===== config.mk =====
export PLATFORM = sky130hd
export DESIGN_NAME = xadac_exe_credit_flat
export DESIGN_NICKNAME = d
export VERILOG_FILES = /design/src/rtl/xadac_exe_credit_if.sv /design/src/rtl/xadac_exe_credit.sv /design/src/flat_wrapper.sv
export SDC_FILE = /design/constraint.sdc
export NUM_CORES = 1
export LEC_CHECK = 0
export CELL_PAD_IN_SITES_DETAIL_PLACEMENT = 0
export CELL_PAD_IN_SITES_GLOBAL_PLACEMENT = 1
export CORE_MARGIN = 2
export CORE_UTILIZATION = 10
export CTS_CLUSTER_SIZE = 40
export DETAILED_ROUTE_END_ITERATION = 8
export PLACE_DENSITY_LB_ADDON = 0.1
export SLEW_MARGIN = 0
export SYNTH_ARGS = -nofsm -noshare
export SYNTH_HDL_FRONTEND = slang
export SYNTH_SLANG_ARGS = --single-unit

===== constraint.sdc =====
create_clock -name clk -period 2.8 [get_ports clk]
set_clock_uncertainty 0.2 [all_clocks]
set_input_delay 0.56 -clock clk [delete_from_list [all_inputs] [get_ports clk]]
set_output_delay 0.56 -clock clk [all_outputs]
set_load 0.01 [all_outputs]

===== src/rtl/xadac_exe_credit_if.sv =====
// xadac_if: XADAC decode/execute channel bundle between core side and accelerator side
interface xadac_if #(
    parameter int DataW = 32
) ();
    logic [DataW-1:0] dec_req_data;
    logic             dec_req_valid;
    logic             dec_req_ready;
    logic [DataW-1:0] dec_rsp_data;
    logic             dec_rsp_valid;
    logic             dec_rsp_ready;
    logic [DataW-1:0] exe_req_data;
    logic             exe_req_valid;
    logic             exe_req_ready;
    logic [DataW-1:0] exe_rsp_data;
    logic             exe_rsp_valid;
    logic             exe_rsp_ready;

    modport slv (
        input  dec_req_data, dec_req_valid, output dec_req_ready,
        output dec_rsp_data, dec_rsp_valid, input  dec_rsp_ready,
        input  exe_req_data, exe_req_valid, output exe_req_ready,
        output exe_rsp_data, exe_rsp_valid, input  exe_rsp_ready
    );

    modport mst (
        output dec_req_data, dec_req_valid, input  dec_req_ready,
        input  dec_rsp_data, dec_rsp_valid, output dec_rsp_ready,
        output exe_req_data, exe_req_valid, input  exe_req_ready,
        input  exe_rsp_data, exe_rsp_valid, output exe_rsp_ready
    );
endinterface


===== src/rtl/xadac_exe_credit.sv =====
// xadac_exe_credit: credit limiter and drain controller for the XADAC exe channel
module xadac_exe_credit #(
    parameter int MaxOutstanding = 4,
    parameter int CntW           = $clog2(MaxOutstanding + 1)
) (
    input  logic            clk,
    input  logic            rst,
    xadac_if.slv            slv,
    xadac_if.mst            mst,
    input  logic            drain_req,
    output logic            drain_done,
    output logic [CntW-1:0] outstanding,
    output logic            busy,
    output logic            err
);
    typedef enum logic {RUN, DRAIN} state_t;

    state_t state;
    logic   drain_pend;
    logic   allow;
    logic   req_hs;
    logic   rsp_hs;
    logic   stall;

    assign mst.dec_req_data  = slv.dec_req_data;
    assign mst.dec_req_valid = slv.dec_req_valid;
    assign slv.dec_req_ready = mst.dec_req_ready;
    assign slv.dec_rsp_data  = mst.dec_rsp_data;
    assign slv.dec_rsp_valid = mst.dec_rsp_valid;
    assign mst.dec_rsp_ready = slv.dec_rsp_ready;
    assign mst.exe_req_data  = slv.exe_req_data;
    assign slv.exe_rsp_data  = mst.exe_rsp_data;
    assign slv.exe_rsp_valid = mst.exe_rsp_valid;
    assign mst.exe_rsp_ready = slv.exe_rsp_ready;

    // allow is a function of registers only, so responses never feed the request path
    always_comb begin
        allow             = (state == RUN) && (outstanding != CntW'(MaxOutstanding));
        mst.exe_req_valid = slv.exe_req_valid && allow;
        slv.exe_req_ready = mst.exe_req_ready && allow;
        req_hs            = mst.exe_req_valid && mst.exe_req_ready;
        rsp_hs            = mst.exe_rsp_valid && slv.exe_rsp_ready;
        stall             = mst.exe_req_valid && !mst.exe_req_ready;
        drain_done        = (state == DRAIN) && (outstanding == '0);
        busy              = (outstanding != '0) || (state != RUN);
    end

    always_ff @(posedge clk) begin
        if (rst) begin
            outstanding <= '0;
            state       <= RUN;
            drain_pend  <= 1'b0;
            err         <= 1'b0;
        end else begin
            if (req_hs && !rsp_hs) begin
                outstanding <= outstanding + CntW'(1);
            end else if (rsp_hs && !req_hs) begin
                if (outstanding == '0) err <= 1'b1;
                else outstanding <= outstanding - CntW'(1);
            end
            // a stalled request must complete before the exe channel closes
            if (state == RUN) begin
                if (drain_pend && !stall) begin
                    state      <= DRAIN;
                    drain_pend <= 1'b0;
                end else if (drain_req) begin
                    drain_pend <= 1'b1;
                end
            end else if (outstanding == '0) begin
                state <= RUN;
            end
        end
    end
endmodule

===== src/flat_wrapper.sv =====
// flat-port wrapper written by rule: the top's interface ports become plain ports
module xadac_exe_credit_flat 
#(
    parameter int MaxOutstanding = 4,
    parameter int CntW           = $clog2(MaxOutstanding + 1)
)
  (clk, rst, drain_req, drain_done, outstanding, busy, err, slv_dec_req_data, slv_dec_req_valid, slv_dec_req_ready, slv_dec_rsp_data, slv_dec_rsp_valid, slv_dec_rsp_ready, slv_exe_req_data, slv_exe_req_valid, slv_exe_req_ready, slv_exe_rsp_data, slv_exe_rsp_valid, slv_exe_rsp_ready, mst_dec_req_data, mst_dec_req_valid, mst_dec_req_ready, mst_dec_rsp_data, mst_dec_rsp_valid, mst_dec_rsp_ready, mst_exe_req_data, mst_exe_req_valid, mst_exe_req_ready, mst_exe_rsp_data, mst_exe_rsp_valid, mst_exe_rsp_ready);
  xadac_if slv_i ();
  xadac_if mst_i ();
  input  logic clk;
  input  logic rst;
  input  logic drain_req;
  output logic drain_done;
  output logic [CntW-1:0] outstanding;
  output logic busy;
  output logic err;
  input wire logic [$bits(slv_i.dec_req_data)-1:0] slv_dec_req_data;
  input wire logic [$bits(slv_i.dec_req_valid)-1:0] slv_dec_req_valid;
  output wire logic [$bits(slv_i.dec_req_ready)-1:0] slv_dec_req_ready;
  output wire logic [$bits(slv_i.dec_rsp_data)-1:0] slv_dec_rsp_data;
  output wire logic [$bits(slv_i.dec_rsp_valid)-1:0] slv_dec_rsp_valid;
  input wire logic [$bits(slv_i.dec_rsp_ready)-1:0] slv_dec_rsp_ready;
  input wire logic [$bits(slv_i.exe_req_data)-1:0] slv_exe_req_data;
  input wire logic [$bits(slv_i.exe_req_valid)-1:0] slv_exe_req_valid;
  output wire logic [$bits(slv_i.exe_req_ready)-1:0] slv_exe_req_ready;
  output wire logic [$bits(slv_i.exe_rsp_data)-1:0] slv_exe_rsp_data;
  output wire logic [$bits(slv_i.exe_rsp_valid)-1:0] slv_exe_rsp_valid;
  input wire logic [$bits(slv_i.exe_rsp_ready)-1:0] slv_exe_rsp_ready;
  output wire logic [$bits(mst_i.dec_req_data)-1:0] mst_dec_req_data;
  output wire logic [$bits(mst_i.dec_req_valid)-1:0] mst_dec_req_valid;
  input wire logic [$bits(mst_i.dec_req_ready)-1:0] mst_dec_req_ready;
  input wire logic [$bits(mst_i.dec_rsp_data)-1:0] mst_dec_rsp_data;
  input wire logic [$bits(mst_i.dec_rsp_valid)-1:0] mst_dec_rsp_valid;
  output wire logic [$bits(mst_i.dec_rsp_ready)-1:0] mst_dec_rsp_ready;
  output wire logic [$bits(mst_i.exe_req_data)-1:0] mst_exe_req_data;
  output wire logic [$bits(mst_i.exe_req_valid)-1:0] mst_exe_req_valid;
  input wire logic [$bits(mst_i.exe_req_ready)-1:0] mst_exe_req_ready;
  input wire logic [$bits(mst_i.exe_rsp_data)-1:0] mst_exe_rsp_data;
  input wire logic [$bits(mst_i.exe_rsp_valid)-1:0] mst_exe_rsp_valid;
  output wire logic [$bits(mst_i.exe_rsp_ready)-1:0] mst_exe_rsp_ready;
  assign slv_i.dec_req_data = slv_dec_req_data;
  assign slv_i.dec_req_valid = slv_dec_req_valid;
  assign slv_dec_req_ready = slv_i.dec_req_ready;
  assign slv_dec_rsp_data = slv_i.dec_rsp_data;
  assign slv_dec_rsp_valid = slv_i.dec_rsp_valid;
  assign slv_i.dec_rsp_ready = slv_dec_rsp_ready;
  assign slv_i.exe_req_data = slv_exe_req_data;
  assign slv_i.exe_req_valid = slv_exe_req_valid;
  assign slv_exe_req_ready = slv_i.exe_req_ready;
  assign slv_exe_rsp_data = slv_i.exe_rsp_data;
  assign slv_exe_rsp_valid = slv_i.exe_rsp_valid;
  assign slv_i.exe_rsp_ready = slv_exe_rsp_ready;
  assign mst_dec_req_data = mst_i.dec_req_data;
  assign mst_dec_req_valid = mst_i.dec_req_valid;
  assign mst_i.dec_req_ready = mst_dec_req_ready;
  assign mst_i.dec_rsp_data = mst_dec_rsp_data;
  assign mst_i.dec_rsp_valid = mst_dec_rsp_valid;
  assign mst_dec_rsp_ready = mst_i.dec_rsp_ready;
  assign mst_exe_req_data = mst_i.exe_req_data;
  assign mst_exe_req_valid = mst_i.exe_req_valid;
  assign mst_i.exe_req_ready = mst_exe_req_ready;
  assign mst_i.exe_rsp_data = mst_exe_rsp_data;
  assign mst_i.exe_rsp_valid = mst_exe_rsp_valid;
  assign mst_exe_rsp_ready = mst_i.exe_rsp_ready;
  xadac_exe_credit #(.MaxOutstanding(MaxOutstanding), .CntW(CntW)) u_core (.clk(clk), .rst(rst), .slv(slv_i), .mst(mst_i), .drain_req(drain_req), .drain_done(drain_done), .outstanding(outstanding), .busy(busy), .err(err));
endmodule

==> results of run 1 <==
==> logic make-up after synthesis <==
logic type,after synthesis,share of synthesized area (%)
simple gates,21,9.13
buf+inv,139,74.0
fa+ha+maj,3,3.25
compound gates,9,4.34
xor+xnor,1,0.632
flops,6,8.67
==> cells in the final DEF (no fill, tap or decap), drive strengths merged, types with 2 or more instances in the layout <==
master | synthesis | layout
nor2 | 2 | 2
a21oi | 5 | 5
nor3 | 2 | 2
buf | 134 | 8
ha | 2 | 2
inv | 5 | 5
nand2 | 7 | 7
nor3b | 2 | 2
clkbuf | 0 | 3
and2 | 2 | 2
dfxtp | 6 | 6
clkdlybuf4s50 | 0 | 15
==> worst paths after layout <==
path,startpoint,slack (ns),endpoint,cells after the start
worst min register to register,u_core.err$_SDFFE_PP0P_,0.27,u_core.err$_SDFFE_PP0P_,2
worst max register to register,u_core.outstanding[2]$_SDFFE_PP0P_,0.47,u_core.outstanding[2]$_SDFFE_PP0P_,9
worst max-delay path,mst_exe_req_ready,0.19,slv_exe_req_ready,3
worst min-delay path,u_core.err$_SDFFE_PP0P_,0.27,u_core.err$_SDFFE_PP0P_,2
==> synth_stat cells, types with 2 or more instances <==
cell type / instances
buf_4: 134
nand2_1: 7
dfxtp_1: 6
inv_1: 5
a21oi_1: 4
and2_1: 2
ha_1: 2
nor2_1: 2
nor3_1: 2
==> per-layer routing <==
metal	vias up	wire length, um	global-route usage [%]
li1	207	-	-
met1	235	665	2.14
met2	53	1010	4.60
met3	45	359	2.01
met4	0	232	4.74
met5	-	0	0
==> per-stage QoR <==
step           worst slack (ns)  hold slack, ns  cell area (um^2)
2_1_floorplan            0.0759           0.262              1390
3_3_place_gp             -0.207           0.270               817
3_5_place_dp             -0.211           0.264               817
4_1_cts                  0.0244           0.277               892
5_1_grt                  0.0862           0.355               931
6_report                  0.193           0.275               931
==> cell type report <==
class	count	area (um^2)	share of cell area, %
multi-input combinational	34	269	28.9
tap	180	225	24.2
timing repair buffer	24	223	23.9
sequential	6	120	12.9
clock buffer	3	75.1	8.06
inverter	5	18.8	2.02
==> tightest hold or removal path, stage by stage, from the launching register on <==
cell and delay, ns:
dfxtp_1 0.33, a21oi_1 0.04, nor2_1 0.07
==> registers in the layout, indices dropped and copies added, names as in the netlist <==
signal / flops
u_core.drain_pend: 1
u_core.outstanding: 3
u_core.state: 1
u_core.err: 1
==> repair_timing <==
item,in CTS,in global routing
gates resized for setup,0,9
hold endpoints to repair,0,0
endpoints found under the setup margin,0,2
buffers inserted,0,1
==> power groups by stage <==
stage	clock (uW)	combinational, uW	sequential (uW)
after global placement	0	133	102
after CTS	252	132	100
after global routing	254	154	102
after floorplan	0	251	106
final	245	138	101
after detailed placement	0	132	102
==> flow_metrics.env, run 1 <==
export IMPL_yosysTopAreaCell="buf_4"
export IMPL_peakVddDrop_v=0.000117
export IMPL_drc=0
export IMPL_yosys_area_top_type_share_pct=72.6
export IMPL_via_count=540
export IMPL_antenna_found_initial=0
export IMPL_cpLargestDelayFamily="buffers and inverters"
export IMPL_clk_latency_ns=0.23
export IMPL_p_leak_uw=0.000325
export IMPL_cpPeakStageDelay_ns=0.57
export IMPL_dp_hpwl_um=1820
export IMPL_dieArea_um2=14800
export IMPL_clk_pin_slew_worst_paths_ns=0.04
export IMPL_fmax_mhz=384
export IMPL_start_util_pct=10.1
export IMPL_combPwrFrac_pct=28.6
export IMPL_status="finished, final reports clean"
export IMPL_fin_util_pct=6.79
export IMPL_rsz0062_at_grt="false"
export IMPL_fin_setup_tns_ns=0
export IMPL_core_area_um2=13700
export IMPL_critPathRequiredTime_ns=2.04
export IMPL_fillers=1605
export IMPL_synth_distinct_cells=24
export IMPL_gp_congestion=0.617
export IMPL_std_cell_rows=43
export IMPL_drtPass1Iterations=2
export IMPL_report_final_slew_viol_count=0
export IMPL_seqPwrFrac_pct=20.8
export IMPL_hold_path_class="flip-flop to flip-flop"
export IMPL_cp_common_cell="clkdlybuf4s50_1"
export IMPL_p_total_uw=484
export IMPL_drive_above_1_share_pct=29.2
export IMPL_cts_buffers=3
export IMPL_cts_tree="done"
export IMPL_p_sw_share_pct=26.0
export IMPL_netlist_instances=179
export IMPL_slowest_stage="clkdlybuf4s50_1"
export IMPL_track_usage_pct=3.09
export IMPL_dp_cells=248
export IMPL_endpoint_kind="output pin"
export IMPL_slew_headroom_pct=74.2
export IMPL_ys_async_sr_fraction_pct=0
export IMPL_cp_cell_sequence="clkdlybuf4s50_1 -> nor3b_1 -> clkdlybuf4s50_1"
export IMPL_p_int_uw=358
export IMPL_finalSetupViolations=0
export IMPL_synthTopCellsByArea="buf_4, dfxtp_1, nand2_1"
export IMPL_final_nets=216
export IMPL_wl_per_cell_um=8.99
export IMPL_power_density_nw_per_um2=519
export IMPL_io_pins=281
export IMPL_grt_overflow_total=0
export IMPL_diodes=0
export IMPL_cts_buffer_depth=2
export IMPL_critPathMaxFanout=3
export IMPL_synth_edf_count=0
export IMPL_die_w_um=122
export IMPL_path_buf_inv=2
export IMPL_drtAntennaViolNets=0
export IMPL_grt_pass1_wl_um=3290
export IMPL_die_height_um=122
export IMPL_worstMarginPinSlew_ns=0.385
export IMPL_ys_flop_type="dfxtp_1"
export IMPL_p_sw_uw=126
export IMPL_htreeDepth=1
export IMPL_wl_um=2270
export IMPL_synth_cell_area_um2=1390
export IMPL_arrival_ns=1.85
export IMPL_synth_seq_cells=6
export IMPL_synth_seq_area_share_pct=8.67
export IMPL_drv_cap=0
export IMPL_critPathLaunchType="input port"
export IMPL_grt_pass1_vias=617
export IMPL_hold_buffers=0
export IMPL_yosys_warnings=0
export IMPL_synthesis_nets=321
export IMPL_port_buffers=16
export IMPL_grt_max_degree=7
export IMPL_path_class="input port to output pin"
export IMPL_hold_viol_final=0
export IMPL_clock_sink_count=6
export IMPL_avgViaCountPerCell=2.14
export IMPL_final_cells=252
export IMPL_first_iter_violations=10
export IMPL_finalCriticalPeriod_ns=2.61
export IMPL_fin_crit_sh_pct=93.1
export IMPL_power_frac_clock_pct=50.6
export IMPL_clock_root_buffer="clkbuf_16"
export IMPL_area_delta_synth_final_pct=-32.8
export IMPL_synth_area_per_cell_um2=7.74
(Power assumes the default switching activity.)
==> inputs of run 2 (changes only) <==
Settings changed: PLACE_DENSITY_LB_ADDON 0.1 to 0.08.
==> run 2 against run 1 <==
Effect of this change: sequential share of layout area increased by 0.30 points; core utilization down 0.16 points; non-clock buffer count unchanged; first-iteration DRC count rose by 40%; via count is 5.6% lower.
==> flow_metrics.env, run 2 (synthesis gave the netlist of run 1 again) <==
export IMPL_grt_pass1_vias=545
export IMPL_avgViaCountPerCell=2.02
export IMPL_drv_cap=0
export IMPL_die_w_um=122
export IMPL_most_common_layout_cells="clkdlybuf4s50_1, buf_4, nand2_1, dfxtp_1, inv_1"
export IMPL_cp_cell_sequence="clkdlybuf4s50_1 -> inv_1 -> nor3_2 -> buf_4 -> clkdlybuf4s50_1"
export IMPL_io_pins=281
export IMPL_clock_sink_count=6
export IMPL_place_area_um2=825
export IMPL_clk_latency_ns=0.23
export IMPL_critPathMaxFanout=2
export IMPL_cts_buffer_depth=2
export IMPL_fin_util_pct=6.63
export IMPL_critPathRequiredTime_ns=2.04
export IMPL_path_buf_inv=4
export IMPL_dp_hpwl_um=1920
export IMPL_status="finished, final reports clean"
export IMPL_cts_tree="done"
export IMPL_grt_pass1_wl_um=3270
export IMPL_core_area_um2=13700
export IMPL_cts_buffers=3
export IMPL_fin_setup_tns_ns=0
export IMPL_wl_um=2390
export IMPL_via_count=510
export IMPL_drc=0
export IMPL_endpoint_kind="output pin"
export IMPL_p_leak_uw=0.000312
export IMPL_die_height_um=122
export IMPL_largest_register="u_core.outstanding"
export IMPL_critPathLaunchType="input port"
export IMPL_largest_reg_flops=3
export IMPL_gp_congestion=0.564
export IMPL_path_class="input port to output pin"
export IMPL_p_total_uw=467
export IMPL_first_iter_violations=14
export IMPL_drtPass1Iterations=4
export IMPL_grt_overflow_total=0
export IMPL_clock_root_buffer="clkbuf_16"
export IMPL_arrival_ns=1.91
export IMPL_area_delta_synth_final_pct=-34.3
export IMPL_track_usage_pct=3.13
export IMPL_htreeDepth=1
export IMPL_design_area_um2=910
export IMPL_fin_crit_sh_pct=95.4
export IMPL_setup_slack_ns=0.128
export IMPL_hold_viol_final=0
export IMPL_fillers=1597
export IMPL_report_final_slew_viol_count=0
export IMPL_dp_slack_ns=-0.242
export IMPL_cpLargestDelayFamily="buffers and inverters"
export IMPL_final_nets=216
export IMPL_worstMarginPinSlew_ns=0.336
export IMPL_grt_max_degree=7
export IMPL_drive_above_1_share_pct=25.0
export IMPL_start_util_pct=10.1
export IMPL_rsz0062_at_grt="false"
export IMPL_antenna_found_initial=0
export IMPL_drtAntennaViolNets=0
export IMPL_mostFrequentLayoutCell="clkdlybuf4s50_1"
export IMPL_finalCriticalPeriod_ns=2.67
export IMPL_cp_common_cell="clkdlybuf4s50_1"
export IMPL_wl_per_cell_um=9.48
export IMPL_fmax_mhz=374
export IMPL_cpPeakStageDelay_ns=0.52
export IMPL_diodes=0
export IMPL_dieArea_um2=14800
export IMPL_post_cts_setup_buffers=0
export IMPL_slew_headroom_pct=77.5
export IMPL_hold_path_class="flip-flop to flip-flop"
export IMPL_peakVddDrop_v=0.000100
export IMPL_slowest_stage="clkdlybuf4s50_1"
export IMPL_power_density_nw_per_um2=514
export IMPL_clk_pin_slew_worst_paths_ns=0.04
export IMPL_port_buffers=16
export IMPL_finalSetupViolations=0
export IMPL_std_cell_rows=43
run 2: worst paths after layout:
kind	start	to	slack (ns)	depth (start not counted)
setup reg to reg	u_core.outstanding[2]$_SDFFE_PP0P_	u_core.outstanding[2]$_SDFFE_PP0P_	0.54	9
setup / recovery	slv_exe_req_valid	mst_exe_req_valid	0.13	5
hold / removal	u_core.err$_SDFFE_PP0P_	u_core.err$_SDFFE_PP0P_	0.27	2
hold reg to reg	u_core.err$_SDFFE_PP0P_	u_core.err$_SDFFE_PP0P_	0.27	2
run 2: metal layers:
metal	part of all wire [%]	vias up	GRT usage, %	wire length [um]
li1	-	210	-	-
met1	28	213	2.34	665
met2	46	51	4.74	1100
met3	17	36	2.01	397
met4	9.3	0	4.24	222
met5	0	-	0	0
run 2: worst min-delay path, cell delays in order, from the launching register on:
cell	delay, ns
dfxtp_1	0.32
a21oi_1	0.04
nor2_1	0.07
run 2: report_power, final:
| group | switching, uW | internal, uW |
|---|---|---|
| Combinational | 57.5 | 74.9 |
| Clock | 52.0 | 184 |
| Sequential | 5.44 | 93.7 |
run 2: final cells by class:
| type | count | area [um^2] | area share, % |
|---|---|---|---|
| multi-input combinational | 34 | 250 | 27.5 |
| tap | 180 | 225 | 24.8 |
| timing repair buffer | 24 | 220 | 24.2 |
| sequential | 6 | 120 | 13.2 |
| clock buffer | 3 | 75.1 | 8.25 |
| inverter | 5 | 18.8 | 2.06 |
run 2: through the flow:
stage,instances,hold slack [ns]
after CTS,252,0.276
final,252,0.266
after detailed placement,249,0.263
after global placement,249,0.264
after floorplan,179,0.262
after global routing,252,0.306
run 2: what timing repair did:
| item | 4_1_cts | 5_1_grt |
|---|---|---|
| gates resized for setup | 1 | 2 |
| hold buffers | 0 | 0 |
| hold endpoints to repair | 0 | 0 |
| endpoints found under the setup margin | 1 | 1 |
